===== config.mk =====
export PLATFORM = sky130hd
export DESIGN_NAME = fetch_stage
export DESIGN_NICKNAME = d
export VERILOG_FILES = /design/src/rtl/fetch_stage.sv
export SDC_FILE = /design/constraint.sdc
export NUM_CORES = 1
export LEC_CHECK = 0
export CELL_PAD_IN_SITES_DETAIL_PLACEMENT = 0
export CELL_PAD_IN_SITES_GLOBAL_PLACEMENT = 1
export CORE_ASPECT_RATIO = 0.8
export CORE_MARGIN = 3
export CORE_UTILIZATION = 25
export DETAILED_ROUTE_END_ITERATION = 8
export GPL_TIMING_DRIVEN = 0
export PLACE_DENSITY_LB_ADDON = 0.12
export SYNTH_ARGS = -nofsm -noshare
export SYNTH_HDL_FRONTEND = slang
export SYNTH_SLANG_ARGS = --single-unit

===== constraint.sdc =====
create_clock -name clk -period 1.9 [get_ports clk]
set_clock_uncertainty 0.05 [all_clocks]
set_input_delay 0.285 -clock clk [delete_from_list [all_inputs] [get_ports clk]]
set_output_delay 0.285 -clock clk [all_outputs]
set_load 0.01 [all_outputs]

===== src/rtl/fetch_stage.sv =====
// rtl/fetch_stage.sv - instruction fetch stage: PC register and IF/ID pipeline register
// Optional macro FETCH_PERF_CNT_EN adds saturating fetch_cnt/stall_cnt outputs.
module fetch_stage #(
  parameter logic [15:0] RESET_PC = 16'h0000,
  parameter logic [15:0] PC_STEP  = 16'd2
) (
  input  logic        clk,
  input  logic        rst_n,
  input  logic        stall,
  input  logic        flush,
  input  logic        redirect,
  input  logic [15:0] redirect_pc,
  output logic [15:0] pc,
  input  logic [15:0] instr_in,
  output logic [15:0] if_id_instr,
  output logic [15:0] if_id_pc_plus2,
`ifdef FETCH_PERF_CNT_EN
  output logic        if_id_valid,
  output logic [15:0] fetch_cnt,
  output logic [15:0] stall_cnt
`else
  output logic        if_id_valid
`endif
);

  logic [15:0] pc_seq;
  logic        squash;
  logic        load;

  assign pc_seq = pc + PC_STEP;
  assign squash = redirect | flush;
  assign load   = ~squash & ~stall;

  always_ff @(posedge clk) begin
    if (!rst_n) begin
      pc <= RESET_PC;
    end else if (redirect) begin
      pc <= {redirect_pc[15:1], 1'b0};
    end else if (!stall) begin
      pc <= pc_seq;
    end
  end

  // A squash keeps pc_plus2 so only valid and the NOP encoding change.
  always_ff @(posedge clk) begin
    if (!rst_n) begin
      if_id_instr    <= 16'h0000;
      if_id_pc_plus2 <= 16'h0000;
      if_id_valid    <= 1'b0;
    end else if (squash) begin
      if_id_instr <= 16'h0000;
      if_id_valid <= 1'b0;
    end else if (load) begin
      if_id_instr    <= instr_in;
      if_id_pc_plus2 <= pc_seq;
      if_id_valid    <= 1'b1;
    end
  end

`ifdef FETCH_PERF_CNT_EN
  always_ff @(posedge clk) begin
    if (!rst_n) begin
      fetch_cnt <= 16'h0000;
      stall_cnt <= 16'h0000;
    end else begin
      if (load && fetch_cnt != 16'hFFFF) fetch_cnt <= fetch_cnt + 16'd1;
      if (stall && !redirect && stall_cnt != 16'hFFFF) stall_cnt <= stall_cnt + 16'd1;
    end
  end
`endif

endmodule

**Word-level counts from Yosys, hierarchy flattened**

Cells that the tools add are included.

- $add $sub $neg: 1
- Equality and inequality tests: 1
- Multiplexer cells: 2
- Bitwise operators: 5
- Reduce and logical (&&, ||, !) cells: 3

Operators by type and width:

| cell | count |
|---|---|
| $mux W16 | 2 |
| $add A16 B2 Y16 const B | 1 |
| $reduce_or A2 Y1 | 2 |
| $not A1 Y1 | 3 |
| $ne A2 B1 Y1 const B | 1 |
| $reduce_and A2 Y1 | 1 |
| $and A1 B1 Y1 | 1 |
| $or A1 B1 Y1 | 1 |

- Register bits: 49
- Bits of input ports: 37
- Output and inout port bits: 49
- Word-level logic and storage cells: 17

**Logic depth before layout (Yosys ltp)**

Gate-level depths: netlist of the first run.

- Word-level depth: 4
- Depth in mapped cells: 5

**Worst setup path before layout of the first run**

Ideal clock, no wire load.

- Path type: reg-to-reg
- Start: reg pc[1]
- End: reg pc[15]
- Library setup time: 0.133 ns
- Data arrival time: 1.449 ns
- Slack: 0.269 ns
- Cell stages (with the launch flop): 6
- Period minus slack after synthesis: 1.631 ns
- Cell sequence: dfxtp_1 > ha_1 > nand4b_1 > nor4_1 > xnor2_1 > a21oi_1

- Word-level cells in the longest chain between the ends: 3

Ends and longest elaborated chain:

| element | line | RTL |
|---|---|---|
| from (decl) | 13 | `output logic [15:0] pc,` |
| from (signal assigned) | 38 | `pc <= {redirect_pc[15:1], 1'b0};` |
| from (signal assigned) | 40 | `pc <= pc_seq;` |
| $add A16 B2 Y16 | 30 | `assign pc_seq = pc + PC_STEP;` |
| $mux W16 | 39 | `end else if (!stall) begin` |
| $mux W16 | 37 | `end else if (redirect) begin` |

Every way passes these cells. The select of a mux whose other input is x is not followed.
A chain may end at the register's enable or synchronous reset.

**Final worst setup path of the first run**

Same ends and word-level chain as after synthesis.

==> summary.txt, run 1 <==
Timing
  – Setup violators final: 0
  – Worst setup margin: 0.121 ns
  – Rel. slew slack: 0.583
  – Setup TNS: 0 ns
  – Pins Over Slew Limit: 0
  – Worst Tran Pin Value: 0.626 ns
  – Fin. Hold Viols: 0
  – Max frequency: 562 MHz
  – Hold slack: 0.405 ns
  – Min Clock Period, post-route: 1.78 ns
  – RSZ-0062 raised after global routing: no
  – Period utilization: 0.937

Finish
  – ANT cells: 0
  – Fin nets: 379
  – Final instance area: 3220 um^2
  – Synth-to-Final Area Change: 55.0%
  – Share of cells above drive strength 1: 0.0819

Pwr
  – Pint: 1730 uW
  – Static Leak: 0.00113 uW
  – Sw power: 528 uW
  – Clock share of power: 0.387
  – Sw frac: 0.234
  – VDD IR max: 0.000344 V
  – Gate power share: 0.142
  – Sequential share of power: 0.472
  – Pwr dens: 702 nW/um^2
  – Final Power: 2260 uW

Drt
  – Drt pass-1 iters: 4
  – Total wire length: 6.27 mm
  – Detailed Route Iter0 Violations: 49
  – Post-DRT Antenna Nets: 0
  – DRC errors left: 0
  – Vias post-DR: 1982
  – Post-DR wirelength/cell: 13.9 um
  – Via-per-instance ratio: 4.40

GRT
  – Total GRT Usage: 0.136
  – Initial antenna violation count: 0
  – First-pass GRT wire length: 9.96 mm
  – Largest net degree at the start of global routing: 15
  – Grt total ovfl: 0
  – Vias in the first global route: 1966

Worst setup path
  – Required @ worst endpoint: 2.02 ns
  – R2r startpoint: pc[1]$_SDFFE_PN0P_
  – FF-to-FF End: pc[15]$_SDFFE_PN0P_
  – Crit path to: pc[15]$_SDFFE_PN0P_
  – R2R depth: 6
  – WP data arrival: 1.90 ns
  – CP Capture Type: flop
  – Critical Path Source: pc[1]$_SDFFE_PN0P_
  – Reg-to-reg setup timing slack: 0.12 ns
  – CP Max Fanout: 6
  – Crit path kind: reg2reg
  – CP startpoint kind: flop

Placed design
  – Post-DP HPWL: 4.59 mm
  – Worst setup slack after placement: -0.367 ns
  – Placed inst area: 3040 um^2
  – Buffers added on ports: 82
  – GPL Wtd Cong: 0.736

Min path
  – HP Class: reg2reg
  – WHS Path Cells: 2

Die
  – Die Height: 87.5 um
  – Initial Utilization: 0.259
  – Core area: 8020 um^2
  – IO Pins: 86
  – Die width: 108 um
  – Row Count: 29
  – Die area: 9440 um^2

Logic synthesis
  – Synth top cells by count: 47 x dfxtp_1, 46 x nand2_1, 31 x a21oi_1
  – Library cells used by synthesis: 32
  – Post-synthesis register bit count: 47
  – Synth top area share: 0.453
  – Most frequent cell after synthesis: dfxtp_1
  – Synth warn: 0
  – Mapped Area: 2080 um^2
  – Synthesized netlist cell count: 249
  – Yosys top cell by area: dfxtp_1
  – Post-synth EDFFs: 0
  – Syn Area/Cell: 8.34 um^2
  – Async SR Flop Fraction: 0
  – Top cells by area, synth: dfxtp_1 45%, nand2_1 8.3%, xnor2_1 8.0%
  – Post-synth top flop: dfxtp_1
  – Sequential fraction of the synthesis area: 0.453

CTS
  – H-Tree Level Count: 2
  – Clock transition at path regs: 0.09 ns
  – Worst-skew pair later-pin latency: 0.30 ns
  – Cts bufs inserted: 5
  – Count of clock tree sinks: 47
  – CTS tree: built
  – Max Root-Sink Buffers: 2
  – CTS Root Cell: clkbuf_8

Status
  – Status: complete, no violations

Run
  – Max-cap violation count: 0
[cell type report]
type / instances / area (um^2)
clock inverter: 2 / 60.1
clock buffer: 6 / 72.6
inverter: 4 / 15.0
sequential: 47 / 941
buffer: 18 / 96.3
fill: 846 / 4800
tap: 108 / 135
multi-input combinational: 181 / 1060
timing repair buffer: 84 / 836
[per-stage QoR]
| stage | utilization | instances |
|---|---|---|
| 3_5_place_dp | 0.379 | 440 |
| 6_report | 0.401 | 450 |
| 4_1_cts | 0.399 | 450 |
| 5_1_grt | 0.401 | 450 |
| 2_1_floorplan | - | 250 |
| 3_3_place_gp | 0.379 | 440 |
[state kept, by name, indices dropped and copies added, names as in the netlist]
register        count
if_id_instr        16
if_id_pc_plus2     15
pc                 15
if_id_valid         1
[cell usage in the layout, fill, tap and decap left out, types with 6 or more instances in the layout]
cell type / instances
clkdlybuf4s50_1: 82
nor3_1: 9
dfxtp_1: 47
clkbuf_2: 8
nand2_1: 46
nor2_1: 7
xnor2_1: 19
xor2_1: 7
o21ai_0: 21
a21oi_1: 31
a22o_1: 6
clkbuf_1: 6
[worst min path at each step]
stage	from	end
CTS	if_id_valid$_SDFFE_PP0P_	if_id_valid$_SDFFE_PP0P_
finish	if_id_valid$_SDFFE_PP0P_	if_id_valid$_SDFFE_PP0P_
floorplan	instr_in[0]	if_id_instr[0]$_SDFFE_PP0P_
global route	if_id_instr[0]$_SDFFE_PP0P_	if_id_instr[0]$_SDFFE_PP0P_
detailed placement	if_id_valid$_SDFFE_PP0P_	if_id_valid$_SDFFE_PP0P_
global placement	if_id_valid$_SDFFE_PP0P_	if_id_valid$_SDFFE_PP0P_
[worst max-delay path: stages, from the launching register on]
cell	delay (ns)
dfxtp_1	0.46
ha_1	0.32
nand4b_1	0.13
buf_4	0.18
nor4_2	0.27
xnor2_1	0.16
a21oi_1	0.08
[power by group through the flow]
stage	combinational (uW)	clock [uW]	sequential, uW
after floorplan	120	0	1100
after global placement	321	0	1090
after detailed placement	320	0	1090
after CTS	323	903	1070
after global routing	352	953	1070
final	320	874	1070
[per-layer routing]
metal / track usage / part of all wire / vias to the layer above
met3: 0.0304 / 0.051 / 4
li1: - / - / 1028
met2: 0.217 / 0.46 / 46
met1: 0.186 / 0.48 / 904
met5: 0 / 0 / -
met4: 0.0344 / 0.0067 / 0
[timing repair]
action | CTS | global route
setup endpoints to repair | 12 | 29
pin swaps | 1 | 0
gates resized for setup | 4 | 13
cloned | 0 | 0
hold buffers | 0 | 0
hold endpoints to repair | 0 | 0
setup buffers | 2 | 0
[cell families after synthesis]
| kind of cell | share of synthesized area |
|---|---|
| other cells | 0.00181 |
| xor+xnor | 0.110 |
| buf+inv | 0.0494 |
| fa+ha+maj | 0.00602 |
| mux | 0.00482 |
| simple gates | 0.204 |
| flops | 0.453 |
| compound gates | 0.172 |
Note: power is estimated with default switching activity, not from simulation.
==> run 2: changes to the inputs <==
--- a/config.mk
+++ b/config.mk
@@ -5,12 +5,15 @@
 export SDC_FILE = /design/constraint.sdc
 export NUM_CORES = 1
 export LEC_CHECK = 0
+export ABC_CLOCK_PERIOD_IN_PS = 1900
 export CELL_PAD_IN_SITES_DETAIL_PLACEMENT = 0
 export CELL_PAD_IN_SITES_GLOBAL_PLACEMENT = 1
 export CORE_ASPECT_RATIO = 0.8
 export CORE_MARGIN = 3
 export CORE_UTILIZATION = 25
+export CTS_CLUSTER_DIAMETER = 30
 export DETAILED_ROUTE_END_ITERATION = 8
+export GPL_ROUTABILITY_DRIVEN = 0
 export GPL_TIMING_DRIVEN = 0
 export PLACE_DENSITY_LB_ADDON = 0.12
 export SYNTH_ARGS = -nofsm -noshare
==> results of run 2 <==
No change in the layout: final DEF, timing and power equal those of run 1.
